File: src/rtl/data_demux.sv
// Receive-side TDM demultiplexer: aligns to frame_sync, flywheels through missed
// markers and recovers DS1/DS2/DS3 with per-channel valid pulses.
module data_demux #(
  parameter int DATA_W     = 8,
  parameter int MISS_LIMIT = 2
) (
  input  logic              clk,
  input  logic              rst,
  input  logic [DATA_W-1:0] mux_data,
  input  logic              mux_valid,
  input  logic              frame_sync,
  input  logic [2:0]        switch_clk_cycles,
  input  logic [1:0]        mode,
  output logic [DATA_W-1:0] DS1,
  output logic [DATA_W-1:0] DS2,
  output logic [DATA_W-1:0] DS3,
  output logic [2:0]        ds_valid,
  output logic              frame_done,
  output logic              locked,
  output logic              sync_err
);

  localparam int MISS_W = (MISS_LIMIT < 2) ? 1 : $clog2(MISS_LIMIT + 1);
  localparam logic [MISS_W-1:0] MISS_LAST = MISS_W'(MISS_LIMIT - 1);

  typedef enum logic {HUNT, TRACK} state_t;

  state_t              r_state;
  logic [1:0]          r_slot;
  logic [2:0]          r_dwell;
  logic [MISS_W-1:0]   r_miss;
  logic [1:0]          r_mode;
  logic [2:0]          r_n;
  logic [DATA_W-1:0]   r_ds1;
  logic [DATA_W-1:0]   r_ds2;
  logic [DATA_W-1:0]   r_ds3;
  logic [2:0]          r_ds_valid;
  logic                r_frame_done;
  logic                r_sync_err;

  state_t              w_next_state;
  logic                w_at_start;
  logic                w_accept;
  logic                w_misalign;
  logic                w_drop;
  logic                w_active;
  logic                w_capture;
  logic                w_last;
  logic [MISS_W-1:0]   w_miss_next;
  logic [1:0]          w_cur_mode;
  logic [2:0]          w_cur_n;
  logic [1:0]          w_cur_c;
  logic [1:0]          w_pos_slot;
  logic [2:0]          w_pos_dwell;
  logic [1:0]          w_next_slot;
  logic [2:0]          w_next_dwell;
  logic [2:0]          w_chan;

  function automatic logic [1:0] chan_count(input logic [1:0] m);
    case (m)
      2'd0:    return 2'd1;
      2'd3:    return 2'd3;
      default: return 2'd2;
    endcase
  endfunction

  // One-hot channel (bit0 = DS1) carried by a given slot under a given mode.
  function automatic logic [2:0] slot_chan(input logic [1:0] m, input logic [1:0] s);
    case (m)
      2'd0:    return 3'b001;
      2'd1:    return (s == 2'd0) ? 3'b001 : 3'b010;
      2'd2:    return (s == 2'd0) ? 3'b010 : 3'b100;
      default: return (s == 2'd0) ? 3'b001 : ((s == 2'd1) ? 3'b010 : 3'b100);
    endcase
  endfunction

  // NOTE: every signal driven here gets a default first so no path leaves one
  // unassigned, which would otherwise infer a latch.
  always_comb begin
    w_next_state = r_state;
    w_at_start   = (r_slot == 2'd0) && (r_dwell == 3'd0);
    w_accept     = 1'b0;
    w_misalign   = 1'b0;
    w_drop       = 1'b0;
    w_active     = 1'b0;
    w_capture    = 1'b0;
    w_miss_next  = r_miss;
    w_cur_mode   = r_mode;
    w_cur_n      = r_n;
    w_pos_slot   = r_slot;
    w_pos_dwell  = r_dwell;
    w_next_slot  = r_slot;
    w_next_dwell = r_dwell;

    if (mux_valid) begin
      unique case (r_state)
        HUNT: begin
          if (frame_sync) begin
            w_accept     = 1'b1;
            w_next_state = TRACK;
            w_miss_next  = '0;
          end
        end
        TRACK: begin
          if (frame_sync && !w_at_start) begin
            w_misalign  = 1'b1;
            w_accept    = 1'b1;
            w_miss_next = '0;
          end else if (w_at_start) begin
            if (frame_sync) begin
              w_accept    = 1'b1;
              w_miss_next = '0;
            end else if (r_miss >= MISS_LAST) begin
              w_drop       = 1'b1;
              w_next_state = HUNT;
              w_miss_next  = '0;
            end else begin
              // Flywheel: the frame boundary still counts as a frame start.
              w_accept    = 1'b1;
              w_miss_next = r_miss + 1'b1;
            end
          end
        end
        default: w_next_state = HUNT;
      endcase

      if (w_accept) begin
        w_cur_mode  = mode;
        w_cur_n     = (switch_clk_cycles == 3'd0) ? 3'd1 : switch_clk_cycles;
        w_pos_slot  = 2'd0;
        w_pos_dwell = 3'd0;
      end

      w_active = w_accept || ((r_state == TRACK) && !w_drop);

      if (w_active) begin
        w_capture = (w_pos_dwell == 3'd0);
        if (w_pos_dwell == w_cur_n - 3'd1) begin
          w_next_dwell = 3'd0;
          w_next_slot  = (w_pos_slot == w_cur_c - 2'd1) ? 2'd0 : w_pos_slot + 2'd1;
        end else begin
          w_next_dwell = w_pos_dwell + 3'd1;
          w_next_slot  = w_pos_slot;
        end
      end else begin
        w_next_slot  = 2'd0;
        w_next_dwell = 3'd0;
      end
    end
  end

  assign w_cur_c = chan_count(w_cur_mode);
  assign w_chan  = slot_chan(w_cur_mode, w_pos_slot);
  assign w_last  = (w_pos_slot == w_cur_c - 2'd1);

  // NOTE: sequential state uses non-blocking assignments so every register
  // samples the pre-edge values regardless of statement order.
  always_ff @(posedge clk) begin
    if (rst) r_state <= HUNT;
    else     r_state <= w_next_state;
  end

  always_ff @(posedge clk) begin
    if (rst) begin
      r_slot       <= '0;
      r_dwell      <= '0;
      r_miss       <= '0;
      r_mode       <= '0;
      r_n          <= 3'd1;
      r_ds1        <= '0;
      r_ds2        <= '0;
      r_ds3        <= '0;
      r_ds_valid   <= '0;
      r_frame_done <= 1'b0;
      r_sync_err   <= 1'b0;
    end else begin
      r_ds_valid   <= '0;
      r_frame_done <= 1'b0;
      r_sync_err   <= 1'b0;
      if (mux_valid) begin
        r_slot     <= w_next_slot;
        r_dwell    <= w_next_dwell;
        r_miss     <= w_miss_next;
        r_sync_err <= w_misalign;
        if (w_accept) begin
          r_mode <= w_cur_mode;
          r_n    <= w_cur_n;
        end
        if (w_capture) begin
          r_ds_valid   <= w_chan;
          r_frame_done <= w_last;
          if (w_chan[0]) r_ds1 <= mux_data;
          if (w_chan[1]) r_ds2 <= mux_data;
          if (w_chan[2]) r_ds3 <= mux_data;
        end
      end
    end
  end

  assign DS1        = r_ds1;
  assign DS2        = r_ds2;
  assign DS3        = r_ds3;
  assign ds_valid   = r_ds_valid;
  assign frame_done = r_frame_done;
  assign sync_err   = r_sync_err;
  assign locked     = (r_state == TRACK);

endmodule

File: config.mk
export PLATFORM = sky130hd
export DESIGN_NAME = data_demux
export DESIGN_NICKNAME = d
export VERILOG_FILES = /design/src/rtl/data_demux.sv
export SDC_FILE = /design/constraint.sdc
export NUM_CORES = 1
export LEC_CHECK = 0
export CAP_MARGIN = 20
export CORE_MARGIN = 5
export CORE_UTILIZATION = 46
export DETAILED_ROUTE_END_ITERATION = 6
export HOLD_SLACK_MARGIN = 0.08
export PLACE_DENSITY = 0.73
export SYNTH_ARGS = -nofsm -noshare
export SYNTH_HDL_FRONTEND = slang
export SYNTH_SLANG_ARGS = --single-unit
File: constraint.sdc
create_clock -name clk -period 3.2 [get_ports clk]
set_input_delay 0.64 -clock clk [delete_from_list [all_inputs] [get_ports clk]]
set_output_delay 0.64 -clock clk [all_outputs]
set_load 0.05 [all_outputs]
==> qor.txt <==
SETUP PATH
----------------------------------------------------------------------------------------------------
Worst reg2reg endpoint ................................................................    r_slot[0]
Delay of the slowest critical-path stage ..............................................       590 ps
Critical path start-end classification ................................................ flip-flop to flip-flop
Arrival time at the worst endpoint ....................................................      3270 ps
Largest fanout of any net on the critical path ........................................            8
Required time of the critical path ....................................................      3440 ps
Crit path max-delay cell type .........................................................        or4_1
CP startpoint .........................................................................    r_slot[1]
Worst setup SP type ...................................................................    flip-flop
Top cell family by delay on the critical path ......................................... simple AND/OR/NAND/NOR gates
Total buffers and inverters traversed by the critical path ............................            1
Worst-case register-to-register setup slack ...........................................       170 ps
Number of cells on the worst reg-to-reg path ..........................................           11
Setup crit end kind ...................................................................    flip-flop
Ordered list of cells on the worst path ............................................... or4_1 -> o21ai_4 -> buf_4 -> mux2i_1 -> ha_1 -> nand2_1 -> o21ai_0 -> a2bb2oi_1 -> or4b_4 -> nor4_2 -> a221o_1
Worst flop-to-flop path startpoint ....................................................    r_slot[1]

FINAL LAYOUT
----------------------------------------------------------------------------------------------------
Layout-stage area growth over the synthesis result ....................................        35.0%
Utilization of the core after routing .................................................        63.2%
Leading cell types in the layout, fill and taps excluded .............................. clkdlybuf4s50_1 (46), dfxtp_1 (42), nor2_1 (32), buf_4 (19), mux2i_1 (18)
Fraction of layout instances using a drive strength above 1 ...........................        12.2%
Count of inserted antenna diode cells .................................................            0
Layout Nets ...........................................................................          336
Most common cell after layout, fill and taps aside .................................... clkdlybuf4s50_1

DRT
----------------------------------------------------------------------------------------------------
Number of nets with antenna violations after detailed routing .........................            0
Total via count after detailed routing ................................................         2117
Vias per Instance .....................................................................         5.80
Detailed-route DRC error count ........................................................            0
Wire length per cell ..................................................................      15.5 µm
Drt total wl ..........................................................................      5.67 mm
Detailed router's first-iteration violation count .....................................          148
First drt pass iteration count ........................................................            4

TIMING
----------------------------------------------------------------------------------------------------
Transition at the pin with the smallest max-transition slack ..........................       754 ps
Number of slew-limit violations in the final report ...................................            0
Headroom to the max-slew limit ........................................................        49.7%
Setup Skew ............................................................................      3.11 ps
Portion of the clock cycle consumed by the worst path in the final layout .............        94.6%
Min Tclk post-route ...................................................................      3030 ps
Final-layout worst hold slack .........................................................       464 ps
RSZ-0062 raised after global routing ..................................................        false
Upper clock frequency limit ...........................................................    0.330 GHz
Fin. Hold Viols .......................................................................            0
Final setup viols .....................................................................            0

GRT
----------------------------------------------------------------------------------------------------
Vias in the first global route ........................................................         2010
Pin count of the biggest net entering global routing ..................................           28
Antenna violations before repair ......................................................            0
First-pass GRT wire length ............................................................      9.43 mm
Sum of overflow across all layers after global routing ................................            0
Global-route usage over all layers ....................................................        18.7%

SYNTHESIS
----------------------------------------------------------------------------------------------------
Share of the yosys chip area belonging to registers ...................................        38.6%
Flip-flop and latch count after synthesis .............................................           42
Synthesized net count .................................................................          276
Most frequently used flop master after synthesis ......................................      dfxtp_1
Async set-reset flop share out of synthesis ...........................................           0%
Proportion of netlist area held by the largest area contributor .......................        38.6%
Count of unique library cells instantiated by Yosys ...................................           45
Synthesized area ......................................................................     2180 µm²
Count of flip-flops with a built-in enable after synthesis ............................            0
Mapped Cells ..........................................................................          250
Top cells by area, synth .............................................................. dfxtp_1 (39%), mux2i_1 (8.7%), nor2_1 (5.7%)
Largest area contributor in the netlist ...............................................      dfxtp_1
Synthesis warning total ...............................................................            0
Average instance area after synthesis .................................................     8.72 µm²

HOLD PATH
----------------------------------------------------------------------------------------------------
Hold endpoint .........................................................................       r_n[1]
Instance count along the most critical hold path ......................................            2
Launch point of the worst hold path ...................................................       r_n[1]
Worst min-delay path class ............................................................ flip-flop to flip-flop

OUTCOME
----------------------------------------------------------------------------------------------------
Outcome ............................................................................... complete, no violations

DIE
----------------------------------------------------------------------------------------------------
Number of top-level design ports ......................................................           47
Die X-Extent ..........................................................................      78.9 µm
Core Area .............................................................................     4660 µm²
Total Die Area ........................................................................     6220 µm²
Number of placement rows ..............................................................           25
Height of the die .....................................................................      78.9 µm
Starting density of the core ..........................................................        46.8%

CLOCKING
----------------------------------------------------------------------------------------------------
H-Tree Level Count ....................................................................            2
Clock tree root buffer cell ...........................................................     clkbuf_8
Number of buffers inserted by post-CTS setup repair ...................................            0
Clock-pin slew reported for the worst setup and hold paths after clock tree synthesis .        80 ps
TritonCTS clock tree ..................................................................         done
Hold buffer count at cts ..............................................................            0
Number of CTS-inserted buffers ........................................................            5
Max Root-Sink Buffers .................................................................            2
Insertion delay of the later-clocked pin in the worst-skew pair .......................       290 ps
Number of sinks driven by the clock tree ..............................................           42

PLACE
----------------------------------------------------------------------------------------------------
Routability cong. .....................................................................        0.903
# port buffers ........................................................................           46
Half-perimeter wire length after detailed placement ...................................      4.09 mm

PWR
----------------------------------------------------------------------------------------------------
Power density cells ...................................................................   418 nW/µm²
VDD IR max ............................................................................       340 µV
Leak Pwr ..............................................................................   0.00119 µW

FLOW RUN
----------------------------------------------------------------------------------------------------
# Max-Cap Violations ..................................................................            0

-- worst max path at each step --
stage          cells after the start  slack, ps   endpoint
6_report                          11        170  r_slot[0]
5_1_grt                           13        0.9     DS2[3]
4_1_cts                           11         50  r_slot[0]
3_5_place_dp                      12       -130  r_slot[0]
3_3_place_gp                      11        -70  r_slot[0]
2_1_floorplan                     15         20     DS2[0]
-- worst register-to-register path: stages, from the launching register on --
cell	delay [ps]
dfxtp_1	320
or4_1	590
o21ai_4	210
buf_4	150
mux2i_1	180
ha_1	270
nand2_1	70
o21ai_0	80
a2bb2oi_1	130
or4b_4	580
nor4_2	270
a221o_1	140
-- registers in the layout, indices dropped and copies added, names as in the netlist --
register / count
ds_valid: 3
r_miss: 2
r_mode: 2
locked: 1
r_slot: 2
r_dwell: 3
DS2: 8
DS3: 8
sync_err: 1
r_n: 3
frame_done: 1
DS1: 8
-- per-stage QoR --
step	TNS, ps	instances	setup WS (ps)	total power (µW)	area, µm²
after CTS	0	365	48.1	1230	2940
after floorplan	0	250	16.4	765	2200
after global routing	0	365	0.912	1290	2940
final	0	365	173	1230	2940
after global placement	-134	357	-74.6	871	2850
after detailed placement	-449	357	-130	874	2850
-- metal layers --
metal | up-vias | routed length, µm | GRT usage (%)
met5 | - | 0 | 0
met4 | 0 | 48 | 5.50
met3 | 6 | 333 | 5.44
met2 | 61 | 2730 | 30.6
met1 | 1011 | 2560 | 23.8
li1 | 1039 | - | -
-- timing repair --
item	in CTS	in global routing
endpoints found under the setup margin	0	5
resized for setup	0	1
hold endpoints to repair	0	0
-- cell type report --
type	count	area (µm²)
clock buffer	6	82.6
clock inverter	2	12.5
fill	398	1720
inverter	11	41.3
multi-input combinational	183	1260
sequential	42	841
tap	54	67.6
timing repair buffer	67	643
-- where the power goes --
group          switching, µW  leakage (µW)  internal (µW)
Clock                    189     0.0000472            174
Combinational            181      0.000804            129
Sequential              13.9      0.000341            542
Total                    384       0.00119            845
-- synthesized netlist by cell type, types with 2 or more instances --
library cell / instances
nor2_1: 33
nor2b_1: 4
nand2b_1: 3
a31oi_1: 6
o211ai_1: 2
clkbuf_1: 9
a221o_1: 9
a32oi_1: 3
buf_2: 4
inv_1: 11
xor2_1: 4
a2bb2oi_1: 2
a22oi_1: 9
o21ai_0: 9
ha_1: 9
nor4_2: 2
mux2i_1: 19
nand3_1: 3
nor4b_1: 2
a21oi_1: 12
and3_1: 3
nor3_1: 13
dfxtp_1: 42
nand2_1: 13
and2_1: 3
o22ai_1: 2
-- cells by family after synthesis --
kind of cell | share of synthesized area (%)
adders and majority gates | 5.16
AOI/OAI and AO/OA | 21.4
DFF | 38.6
and+or+nand+nor | 20.0
buffers and inverters | 4.53
xor gates and xnor gates | 1.61
muxes | 8.72
Note: power is estimated with default switching activity, not from simulation.
